### src/rtl/main_memory_bram_reader.sv
// ---------------------------------------------------------------------------
// main_memory_bram_reader
//   Read-side controller for the main memory block RAM. A start command
//   captures a base address and a length. The block then streams that many
//   words out of the RAM onto a valid/ready stream. It handles the RAM's
//   one-cycle registered-address read latency and supports full backpressure.
//
// Ports
//   i_bram_rd_clk / i_bram_rd_rst_n  read clock, async active-low reset
//   i_rd_start, i_rd_base_addr,      burst command (sampled in IDLE only)
//   i_rd_len
//   i_rd_abort                       synchronous abort, flushes everything
//   o_bram_rd_addr, i_bram_rd_data   RAM read port (data valid one cycle
//                                    after the address)
//   o_rd_data, o_rd_valid,           output stream
//   o_rd_last, i_rd_ready
//   o_rd_busy, o_rd_done             burst status
// ---------------------------------------------------------------------------
module main_memory_bram_reader #(
  parameter int BRAM_DATA_WIDTH = 16,
  parameter int BRAM_ADDR_WIDTH = 15,
  parameter int LEN_WIDTH       = BRAM_ADDR_WIDTH + 1
) (
  input  logic                       i_bram_rd_clk,
  input  logic                       i_bram_rd_rst_n,
  input  logic                       i_rd_start,
  input  logic                       i_rd_abort,
  input  logic [BRAM_ADDR_WIDTH-1:0] i_rd_base_addr,
  input  logic [LEN_WIDTH-1:0]       i_rd_len,
  output logic [BRAM_ADDR_WIDTH-1:0] o_bram_rd_addr,
  input  logic [BRAM_DATA_WIDTH-1:0] i_bram_rd_data,
  output logic [BRAM_DATA_WIDTH-1:0] o_rd_data,
  output logic                       o_rd_valid,
  output logic                       o_rd_last,
  input  logic                       i_rd_ready,
  output logic                       o_rd_busy,
  output logic                       o_rd_done
);

  typedef enum logic [1:0] {IDLE, READ, DRAIN} state_t;

  typedef struct packed {
    logic                       last;
    logic [BRAM_DATA_WIDTH-1:0] data;
  } word_t;

  state_t               state;
  logic [LEN_WIDTH-1:0] remaining;

  // Read issued last cycle; its data is on i_bram_rd_data this cycle.
  logic in_flight;
  logic in_flight_last;

  // 2-entry output FIFO
  word_t      fifo [2];
  logic       rd_ptr;
  logic       wr_ptr;
  logic [1:0] occ;

  logic       pop;
  logic       push;
  logic [2:0] pending;
  logic       issue;
  logic       drain_empty;

  assign pop  = (occ != 2'd0) && i_rd_ready;
  assign push = in_flight;

  // Words that will occupy the FIFO once everything in flight has landed,
  // net of this cycle's pop. Keeping this below 2 before each issue means the
  // FIFO can never overflow. A steady ready=1 still gives one word per cycle.
  assign pending = {1'b0, occ} + {2'b0, in_flight} - {2'b0, pop};
  assign issue   = (state == READ) && (remaining != '0) && (pending < 3'd2);

  // The burst is finished when nothing is in flight and this cycle's pop
  // (if any) takes the final buffered word.
  assign drain_empty = !in_flight && (occ == {1'b0, pop});

  assign o_rd_valid = (occ != 2'd0);
  assign o_rd_data  = fifo[rd_ptr].data;
  assign o_rd_last  = fifo[rd_ptr].last && o_rd_valid;

  always_ff @(posedge i_bram_rd_clk or negedge i_bram_rd_rst_n) begin
    if (!i_bram_rd_rst_n) begin
      state          <= IDLE;
      remaining      <= '0;
      o_bram_rd_addr <= '0;
      in_flight      <= 1'b0;
      in_flight_last <= 1'b0;
      rd_ptr         <= 1'b0;
      wr_ptr         <= 1'b0;
      occ            <= 2'd0;
      o_rd_busy      <= 1'b0;
      o_rd_done      <= 1'b0;
      for (int i = 0; i < 2; i++) fifo[i] <= '0;
    end else if (i_rd_abort) begin
      // Drop the buffered words and the read in flight. The address is held.
      state          <= IDLE;
      remaining      <= '0;
      in_flight      <= 1'b0;
      in_flight_last <= 1'b0;
      rd_ptr         <= 1'b0;
      wr_ptr         <= 1'b0;
      occ            <= 2'd0;
      o_rd_busy      <= 1'b0;
      o_rd_done      <= 1'b0;
    end else begin
      o_rd_done      <= 1'b0;
      in_flight      <= issue;
      in_flight_last <= issue && (remaining == LEN_WIDTH'(1));

      if (push) begin
        fifo[wr_ptr] <= '{last: in_flight_last, data: i_bram_rd_data};
        wr_ptr       <= ~wr_ptr;
      end
      if (pop) rd_ptr <= ~rd_ptr;
      occ <= occ + {1'b0, push} - {1'b0, pop};

      case (state)
        IDLE: begin
          if (i_rd_start) begin
            o_bram_rd_addr <= i_rd_base_addr;
            remaining      <= i_rd_len;
            if (i_rd_len == '0) begin
              o_rd_done <= 1'b1;
            end else begin
              o_rd_busy <= 1'b1;
              state     <= READ;
            end
          end
        end
        READ: begin
          if (issue) begin
            // The RAM has no read enable. Holding the address between issues
            // only repeats a read that nobody captures.
            o_bram_rd_addr <= o_bram_rd_addr + 1'b1;
            remaining      <= remaining - 1'b1;
            if (remaining == LEN_WIDTH'(1)) state <= DRAIN;
          end
        end
        DRAIN: begin
          if (drain_empty) begin
            o_rd_done <= 1'b1;
            o_rd_busy <= 1'b0;
            state     <= IDLE;
          end
        end
        default: state <= IDLE;
      endcase
    end
  end

endmodule

### config.mk
export PLATFORM = sky130hd
export DESIGN_NAME = main_memory_bram_reader
export DESIGN_NICKNAME = d
export VERILOG_FILES = /design/src/rtl/main_memory_bram_reader.sv
export SDC_FILE = /design/constraint.sdc
export NUM_CORES = 1
export LEC_CHECK = 0
export CORE_ASPECT_RATIO = 1.75
export CORE_UTILIZATION = 51
export DETAILED_ROUTE_END_ITERATION = 12
export HOLD_SLACK_MARGIN = 0.12
export PLACE_DENSITY_LB_ADDON = 0.05
export SLEW_MARGIN = 0
export SYNTH_ARGS = -nofsm -noshare
export SYNTH_HDL_FRONTEND = slang
export SYNTH_SLANG_ARGS = --single-unit
### constraint.sdc
create_clock -name i_bram_rd_clk -period 4.3 [get_ports i_bram_rd_clk]
set_clock_uncertainty 0.15 [all_clocks]
set_input_delay 0.86 -clock i_bram_rd_clk [delete_from_list [all_inputs] [get_ports i_bram_rd_clk]]
set_output_delay 0.86 -clock i_bram_rd_clk [all_outputs]
set_load 0.01 [all_outputs]
After elaboration in Yosys (flattened, before gate mapping)
Cells that the tools add are included.
{"block": "classes", "muxes": 37, "n_eq_ne": 11, "n_reduce_logical": 22, "bitwise": 5, "n_addsub": 6, "order_cmp": 4}
{"operator": "$mux W17", "n": 4}
{"operator": "$mux W16", "n": 3}
{"operator": "$bwmux W34", "n": 1}
{"operator": "$pmux W16 S2", "n": 1}
{"operator": "$mux W15", "n": 2}
{"operator": "$pmux W15 S2", "n": 1}
{"operator": "$demux W17 S1", "n": 1}
{"operator": "$eq A16 B1 Y1 const B", "n": 1}
{"operator": "$logic_not A16 Y1", "n": 1}
{"operator": "$reduce_bool A16 Y1", "n": 1}
{"operator": "$sub A16 B1 Y16 const B", "n": 1}
{"operator": "$add A15 B1 Y15 const B", "n": 1}
{"operator": "$mux W1", "n": 14}
{"operator": "$mux W2", "n": 7}
{"operator": "$ne A3 B3 Y1 const B", "n": 4}
{"operator": "$reduce_and A4 Y1", "n": 2}
{"operator": "$reduce_bool A2 Y1", "n": 4}
{"operator": "$logic_and A1 B1 Y1", "n": 7}
{"operator": "$pmux W2 S3", "n": 1}
{"operator": "$reduce_bool A3 Y1", "n": 2}
{"operator": "$reduce_and A5 Y1", "n": 1}
{"operator": "$ge A2 B2 Y1 const B", "n": 2}
{"operator": "$ne A2 B2 Y1 const B", "n": 2}
{"operator": "$not A1 Y2", "n": 2}
{"operator": "other kinds (16)", "n": 19}
{"block": "word_totals", "in_bits": 52, "out_inout_bits": 35, "ff_bits": 75, "wordCells": 99}

Logic depth before layout (Yosys ltp)
Gate-level depths: netlist of the first run.
{"block": "logic_depth", "depth_word": 8, "mapped_depth": 14, "depth_no_buf": 13}

Worst setup path before layout of the first run
OpenSTA, ideal clock, no wires.
{"block": "synth_path", "path_kind": "input to register", "from": "input i_rd_ready", "to": "register o_bram_rd_addr[10]", "setup_slack_ns": 1.081, "cell_stages": 12, "n_path_buf": 1, "required_time_ns": 4.029, "setup_ns": 0.121, "t_arrival_ns": 2.948, "path_cell_list": "and2_1 -> ha_1 -> inv_1 -> ha_1 -> inv_1 -> fa_1 -> xnor2_1 -> nand4_1 -> o21ai_1 -> buf_2 -> o21ai_0 -> a22o_1"}
{"block": "synth_between", "elab_chain_len": 6}
{"element": "from (decl)", "line": "35", "rtl": "input logic i_rd_ready,"}
{"element": "$logic_and A1 B1 Y1", "line": "66", "rtl": "assign pop = (occ != 2'd0) && i_rd_ready;"}
{"element": "$sub A3 B1 Y3", "line": "72", "rtl": "assign pending = {1'b0, occ} + {2'b0, in_flight} - {2'b0, pop};"}
{"element": "$lt A3 B2 Y1", "line": "73", "rtl": "assign issue = (state == READ) && (remaining != '0) && (pending < 3'd2);"}
{"element": "$logic_and A1 B1 Y1", "line": "73"}
{"element": "$ne A2 B2 Y1 (no line)"}
{"element": "$reduce_and A4 Y1 (no line)"}
{"element": "to (signal assigned)", "line": "122", "rtl": "o_bram_rd_addr <= i_rd_base_addr;"}
{"element": "to (signal assigned)", "line": "136", "rtl": "o_bram_rd_addr <= o_bram_rd_addr + 1'b1;"}
{"element": "to (decl)", "line": "30", "rtl": "output logic [BRAM_ADDR_WIDTH-1:0] o_bram_rd_addr,"}
Every way passes these cells.
A chain may end at the register's enable or synchronous reset.

Final worst setup path of the first run
Same ends and word-level chain as after synthesis.

==> results.py, run 1 <==
metrics = {
    "yosys": {
        "synthTopCellsByCount": "75 x dfrtp_1, 50 x mux2_2, 33 x nand2_1",
        "yosysTopAreaCell": "dfrtp_1",
        "synth_top_area_frac": 0.458,
        "synth_area_leaders": "dfrtp_1 46%, mux2_2 14%, o21ai_0 3.4%",
        "synth_warnings": 0,
        "yosysSeqAreaShare": 0.458,
        "avgSynthCellArea_um2": 10.3,
        "synth_edf_count": 0,
        "synth-main-ff-cell": "dfrtp_1",
        "syn_area_um2": 4100,
        "synth_cell_types": 63,
        "synth.most_common_cell": "dfrtp_1",
        "async_flop_share": 1.00,
        "postSynthCellCount": 398,
        "syn-num-nets": 457,
        "synth-seq-cells": 75,
    },
    "floorplan": {
        "initial_core_util": 0.534,
        "dieArea_um2": 8410,
        "core_area_um2": 7670,
        "fp.dieW_um": 69.8,
        "row_count": 42,
        "die_h_um": 121,
        "io-pin-count": 87,
    },
    "placement": {
        "dp_hpwl_um": 7010,
        "globalplace.congestion": 0.922,
        "portBuffers": 86,
        "place_inst": 560,
    },
    "worst_hold_path": {
        "hold_class": "reg2reg",
        "hp-start": "fifo[8]",
    },
    "route": {
        "vias_per_cell": 5.96,
        "drc": 0,
        "vias": 3419,
        "routed_wl_um": 9990,
        "post_drt_wl_per_cell_um": 17.4,
        "drtAntennaViolNets": 0,
        "drt-initial-drc-count": 181,
        "firstDrtPassIters": 4,
    },
    "clock_tree": {
        "cts_tree": "built",
        "hold_buffers": 0,
        "worstSkewPairLatency_ps": 330,
        "clock-root-buffer": "clkbuf_16",
        "cts_made_buffers": 9,
        "cts_resized": 0,
        "clkTransAtPathRegs_ps": 50,
        "cts.sinks": 75,
        "post_cts_buffers": 0,
        "cts.path.max_buffers": 2,
        "cts_max_level": 3,
    },
    "pwr": {
        "p_leak_nw": 2.29,
        "peakVddDrop_v": 0.000377,
        "total_power_w": 0.00348,
        "power_density_nw_per_um2": 653,
    },
    "grt": {
        "grt-ovfl-total": 0,
        "grt_pass1_vias": 3481,
        "grt_use_total": 0.251,
        "grt_pass1_wl_um": 16600,
        "antenna_found_initial": 0,
        "grt_start_max_net_pins": 76,
    },
    "run": {
        "cap_violations": 0,
    },
    "worst_setup_path": {
        "cp.required_ps": 4360,
        "reg2reg_from": "occ[1]",
        "end_kind": "flop",
        "cp_top_family": "buffers and inverters",
        "critical_path.cell_chain": "clkdlybuf4s50_1 > and2_1 > ha_1 > inv_1 > ha_1 > inv_1 > fa_1 > xnor2_1 > nand4_1 > o21ai_2 > buf_4 > o21ai_0 > a22o_1",
        "worstSetupPathType": "in2reg",
        "crit_start": "i_rd_ready",
        "critical_path.n_buffers_inverters": 4,
        "slowest_delay_ps": 450,
        "cp_slowest_cell": "clkdlybuf4s50_1",
        "cp.arrival_ps": 3700,
        "cp_max_fo": 28,
        "cp-start-kind": "input pin",
    },
    "sta": {
        "finalSetupViolations": 0,
        "fin_crit_sh": 0.847,
        "maxSlewViolCount": 0,
        "worst_pin_slew_ps": 946,
        "relSlewSlack": 0.369,
        "min_period_ps": 3640,
        "tns_ps": 0,
        "clock.fmax_ghz": 0.274,
        "finalHoldViolCount": 0,
        "grt_setup_unrepaired": "no",
    },
    "finish": {
        "fin_nets": 542,
        "layout.cells.non_filler": 574,
        "area.growth.synth_to_final_pct": 30.3,
        "drive_gt1_frac": 0.181,
        "antenna_cells": 0,
    },
    "status": {
        "status": "finished clean",
    },
}
## stage by stage
| step | cell area (µm²) | hold slack (ps) | utilization | worst slack [ps] |
|---|---|---|---|---|
| 2_1_floorplan | 4100 | 324 | - | 1080 |
| 3_3_place_gp | 5040 | 330 | 0.657 | 488 |
| 3_5_place_dp | 5040 | 339 | 0.657 | 349 |
| 4_1_cts | 5340 | 355 | 0.696 | 676 |
| 5_1_grt | 5340 | 368 | 0.696 | 351 |
| 6_report | 5340 | 349 | 0.696 | 656 |
## kinds of logic (layout without fill, tap and decap cells)
kind of cell | Yosys count | in the layout | share of synthesized area
xor+xnor | 3 | 3 | 0.00642
buf+inv | 33 | 121 | 0.0345
flops | 75 | 75 | 0.458
compound gates | 98 | 98 | 0.152
fa+ha+maj | 7 | 7 | 0.0232
mux | 58 | 58 | 0.157
simple gates | 124 | 124 | 0.169
## flip-flops by register name, indices dropped and copies added (netlist names)
name,count
o_rd_done,1
wr_ptr,1
in_flight_last,1
state,2
rd_ptr,1
in_flight,1
o_bram_rd_addr,15
remaining,16
occ,2
o_rd_busy,1
fifo,34
## placed cells by master, fill, tap and decap left out, drive strengths merged, types with 6 or more instances in the layout
| cell | instances |
|---|---|
| a21oi | 26 |
| and3 | 6 |
| buf | 9 |
| clkbuf | 11 |
| clkdlybuf4s50 | 85 |
| dfrtp | 75 |
| ha | 6 |
| inv | 13 |
| mux2 | 50 |
| mux2i | 8 |
| nand2 | 33 |
| nand3 | 11 |
| nor2 | 24 |
| nor2b | 6 |
| nor3 | 7 |
| nor4 | 7 |
| o21ai | 29 |
| o22ai | 8 |
| o31ai | 6 |
| or3 | 7 |
## worst paths after layout
kind,endpoint,slack (ps),cells after the start
max reg2reg,o_bram_rd_addr[10],930,14
max in group asynchronous,remaining[0],2860,1
min reg2reg,fifo[8],350,1
min,fifo[8],350,1
max,o_bram_rd_addr[10],660,13
min in group asynchronous,remaining[7],530,1
## worst reg2reg max path: stages, from the launching register on
cell and delay, ps:
dfrtp_1 430, nor2_1 160, inv_1 70, and2_1 190, ha_1 270, inv_1 70, ha_1 150, inv_1 50
fa_1 370, xnor2_1 290, nand4_1 190, o21ai_2 150, buf_4 300, o21ai_0 150, a22o_1 250
## cell type report
cell class              instances  area, µm²
well taps                      88        110
repair buffers                 94        918
fillers                       630       2340
clock buffers                  11        233
flip-flops and latches         75       1880
inverters                      13       48.8
clock inverters                 3       65.1
multi-input cells             290       2080
## routing by layer
metal	share of wire	up-vias	wire length [µm]	global-route usage
li1	-	1639	-	-
met1	0.40	1676	3950	0.289
met2	0.55	89	5460	0.451
met3	0.036	15	362	0.0492
met4	0.022	0	221	0.101
met5	0	-	0	0
## power by group
group	leakage, nW	switching (W)	internal, W
combinational	1.18	0.000671	0.000821
sequential	0.962	0.000253	0.000971
clock	0.145	0.000266	0.000501
total	2.29	0.00119	0.00229
(Power assumes the default switching activity.)
==> inputs of run 2 (changes only) <==
--- a/config.mk
+++ b/config.mk
@@ -6,7 +6,7 @@
 export NUM_CORES = 1
 export LEC_CHECK = 0
 export CORE_ASPECT_RATIO = 1.75
-export CORE_UTILIZATION = 51
+export CORE_UTILIZATION = 46
 export DETAILED_ROUTE_END_ITERATION = 12
 export HOLD_SLACK_MARGIN = 0.12
 export PLACE_DENSITY_LB_ADDON = 0.05
==> constraint.sdc (replaced) <==
create_clock -name i_bram_rd_clk -period 3.1 [get_ports i_bram_rd_clk]
set_clock_uncertainty 0.15 [all_clocks]
set_input_delay 0.62 -clock i_bram_rd_clk [delete_from_list [all_inputs] [get_ports i_bram_rd_clk]]
set_output_delay 0.62 -clock i_bram_rd_clk [all_outputs]
set_load 0.01 [all_outputs]
==> results.py, run 2 (synthesis gave the netlist of run 1 again) <==
metrics = {
    "clock_tree": {
        "cts.sinks": 75,
        "clock-root-buffer": "clkbuf_16",
        "cts.path.max_buffers": 2,
        "hold_buffers": 0,
        "worstSkewPairLatency_ps": 340,
        "cts_tree": "built",
        "cts_max_level": 3,
        "cts_made_buffers": 9,
        "clkTransAtPathRegs_ps": 60,
    },
    "pwr": {
        "pwr-share-clk": 0.203,
        "p_int_w": 0.00333,
        "switching_share": 0.348,
        "switching_power_w": 0.00178,
        "peakVddDrop_v": 0.000403,
        "power_density_nw_per_um2": 907,
        "p_leak_nw": 2.40,
        "seqPwrFrac": 0.327,
        "p_comb_frac": 0.470,
        "total_power_w": 0.00510,
    },
    "grt": {
        "antenna_found_initial": 0,
        "grt_pass1_wl_um": 17000,
        "grt_start_max_net_pins": 76,
        "grt_use_total": 0.235,
        "grt-ovfl-total": 0,
        "grt_pass1_vias": 3580,
    },
    "finish": {
        "largest_register_ff_count": 34,
        "reg_top3": "fifo (34), remaining (16), o_bram_rd_addr (15)",
        "drive_gt1_frac": 0.234,
        "design_area_um2": 5620,
        "antenna_cells": 0,
        "fin_nets": 559,
        "area.growth.synth_to_final_pct": 37.2,
        "largest-register": "fifo",
        "layout_common_cells": "84 x clkdlybuf4s50_1, 75 x dfrtp_1, 50 x mux2_2",
        "final_common_cell": "clkdlybuf4s50_1",
    },
    "floorplan": {
        "core_area_um2": 8670,
        "dieArea_um2": 9300,
        "initial_core_util": 0.472,
        "row_count": 45,
        "io-pin-count": 87,
        "die_h_um": 127,
        "fp.dieW_um": 73.3,
    },
    "sta": {
        "fin_ws_ps": 152,
        "whs_ps": 276,
        "finalSetupViolations": 0,
        "clock.fmax_ghz": 0.339,
        "maxSlewViolCount": 0,
        "fin_crit_sh": 0.951,
        "worst_pin_slew_ps": 957,
        "relSlewSlack": 0.362,
        "finalHoldViolCount": 0,
        "min_period_ps": 2950,
    },
    "worst_setup_path": {
        "cp-start-kind": "flop",
        "worstSetupPathType": "reg2reg",
        "cp.arrival_ps": 3050,
        "reg2reg_from": "occ[0]",
        "cp.required_ps": 3200,
        "r2r-end": "o_bram_rd_addr[1]",
        "cp_max_fo": 10,
        "end_kind": "flop",
        "regToRegSetupSlack_ps": 150,
        "crit_start": "occ[0]",
        "reg2reg_depth": 15,
    },
    "run": {
        "cap_violations": 0,
    },
    "status": {
        "status": "finished clean",
    },
    "route": {
        "vias_per_cell": 5.71,
        "vias": 3553,
        "routed_wl_um": 10400,
        "drtAntennaViolNets": 0,
        "post_drt_wl_per_cell_um": 16.7,
        "drt-initial-drc-count": 224,
        "drc": 0,
        "firstDrtPassIters": 4,
    },
    "placement": {
        "globalplace.congestion": 0.881,
        "place_ws_ps": -474,
        "portBuffers": 86,
        "placed_area_um2": 5170,
        "dp_hpwl_um": 7150,
    },
    "worst_hold_path": {
        "hold_class": "in2async",
    },
}
run 2: layout make-up:
type | count | area (µm²)
flip-flops and latches | 75 | 1880
fillers | 748 | 3050
multi-input cells | 290 | 2150
clock buffers | 10 | 229
well taps | 117 | 146
clock inverters | 6 | 65.1
repair buffers | 111 | 1100
inverters | 13 | 51.3
run 2: per-layer routing:
layer / part of all wire / global-route usage
met5: 0 / 0
met4: 0.022 / 0.0973
met3: 0.039 / 0.0326
met2: 0.53 / 0.417
met1: 0.41 / 0.277
run 2: repair_timing:
action,in CTS,in global routing
endpoints found under the setup margin,22,16
setup buffers,2,2
pin swaps,9,5
gates resized for setup,19,2
cloned,2,0
run 2: worst max path at each step:
stage / endpoint / slack [ps] / depth (start not counted)
3_3_place_gp: o_bram_rd_addr[10] / -400 / 13
5_1_grt: o_bram_rd_addr[1] / -10 / 15
4_1_cts: o_bram_rd_addr[7] / 100 / 14
6_report: o_bram_rd_addr[1] / 150 / 15
3_5_place_dp: o_bram_rd_addr[7] / -470 / 13
2_1_floorplan: o_bram_rd_addr[10] / 70 / 14
run 2: power by group through the flow:
| stage | Clock, W | Combinational, W | Sequential, W |
|---|---|---|---|
| 3_5_place_dp | 0 | 0.00219 | 0.00167 |
| 3_3_place_gp | 0 | 0.00216 | 0.00165 |
| 2_1_floorplan | 0 | 0.00126 | 0.00164 |
| 4_1_cts | 0.00105 | 0.00236 | 0.00166 |
| 5_1_grt | 0.00110 | 0.00261 | 0.00173 |
| 6_report | 0.00104 | 0.00240 | 0.00167 |
run 2: worst max-delay path: stages (launching register included):
cell and delay [ps]:
dfrtp_1 390, nor2_2 130, inv_1 60, and2_4 140
ha_4 210, inv_4 50, ha_4 110, inv_2 30
fa_2 390, xnor2_4 190, nand4_1 180, o21ai_4 310
buf_6 160, buf_16 120, nor2_1 50, a31oi_1 170
run 2: stage by stage:
stage               cells   util  setup TNS [ps]
CTS                   620  0.645               0
detailed placement    600  0.596          -11650
finish                622  0.648               0
floorplan             398      -               0
global route          622  0.648           -22.1
global placement      600  0.596          -10900
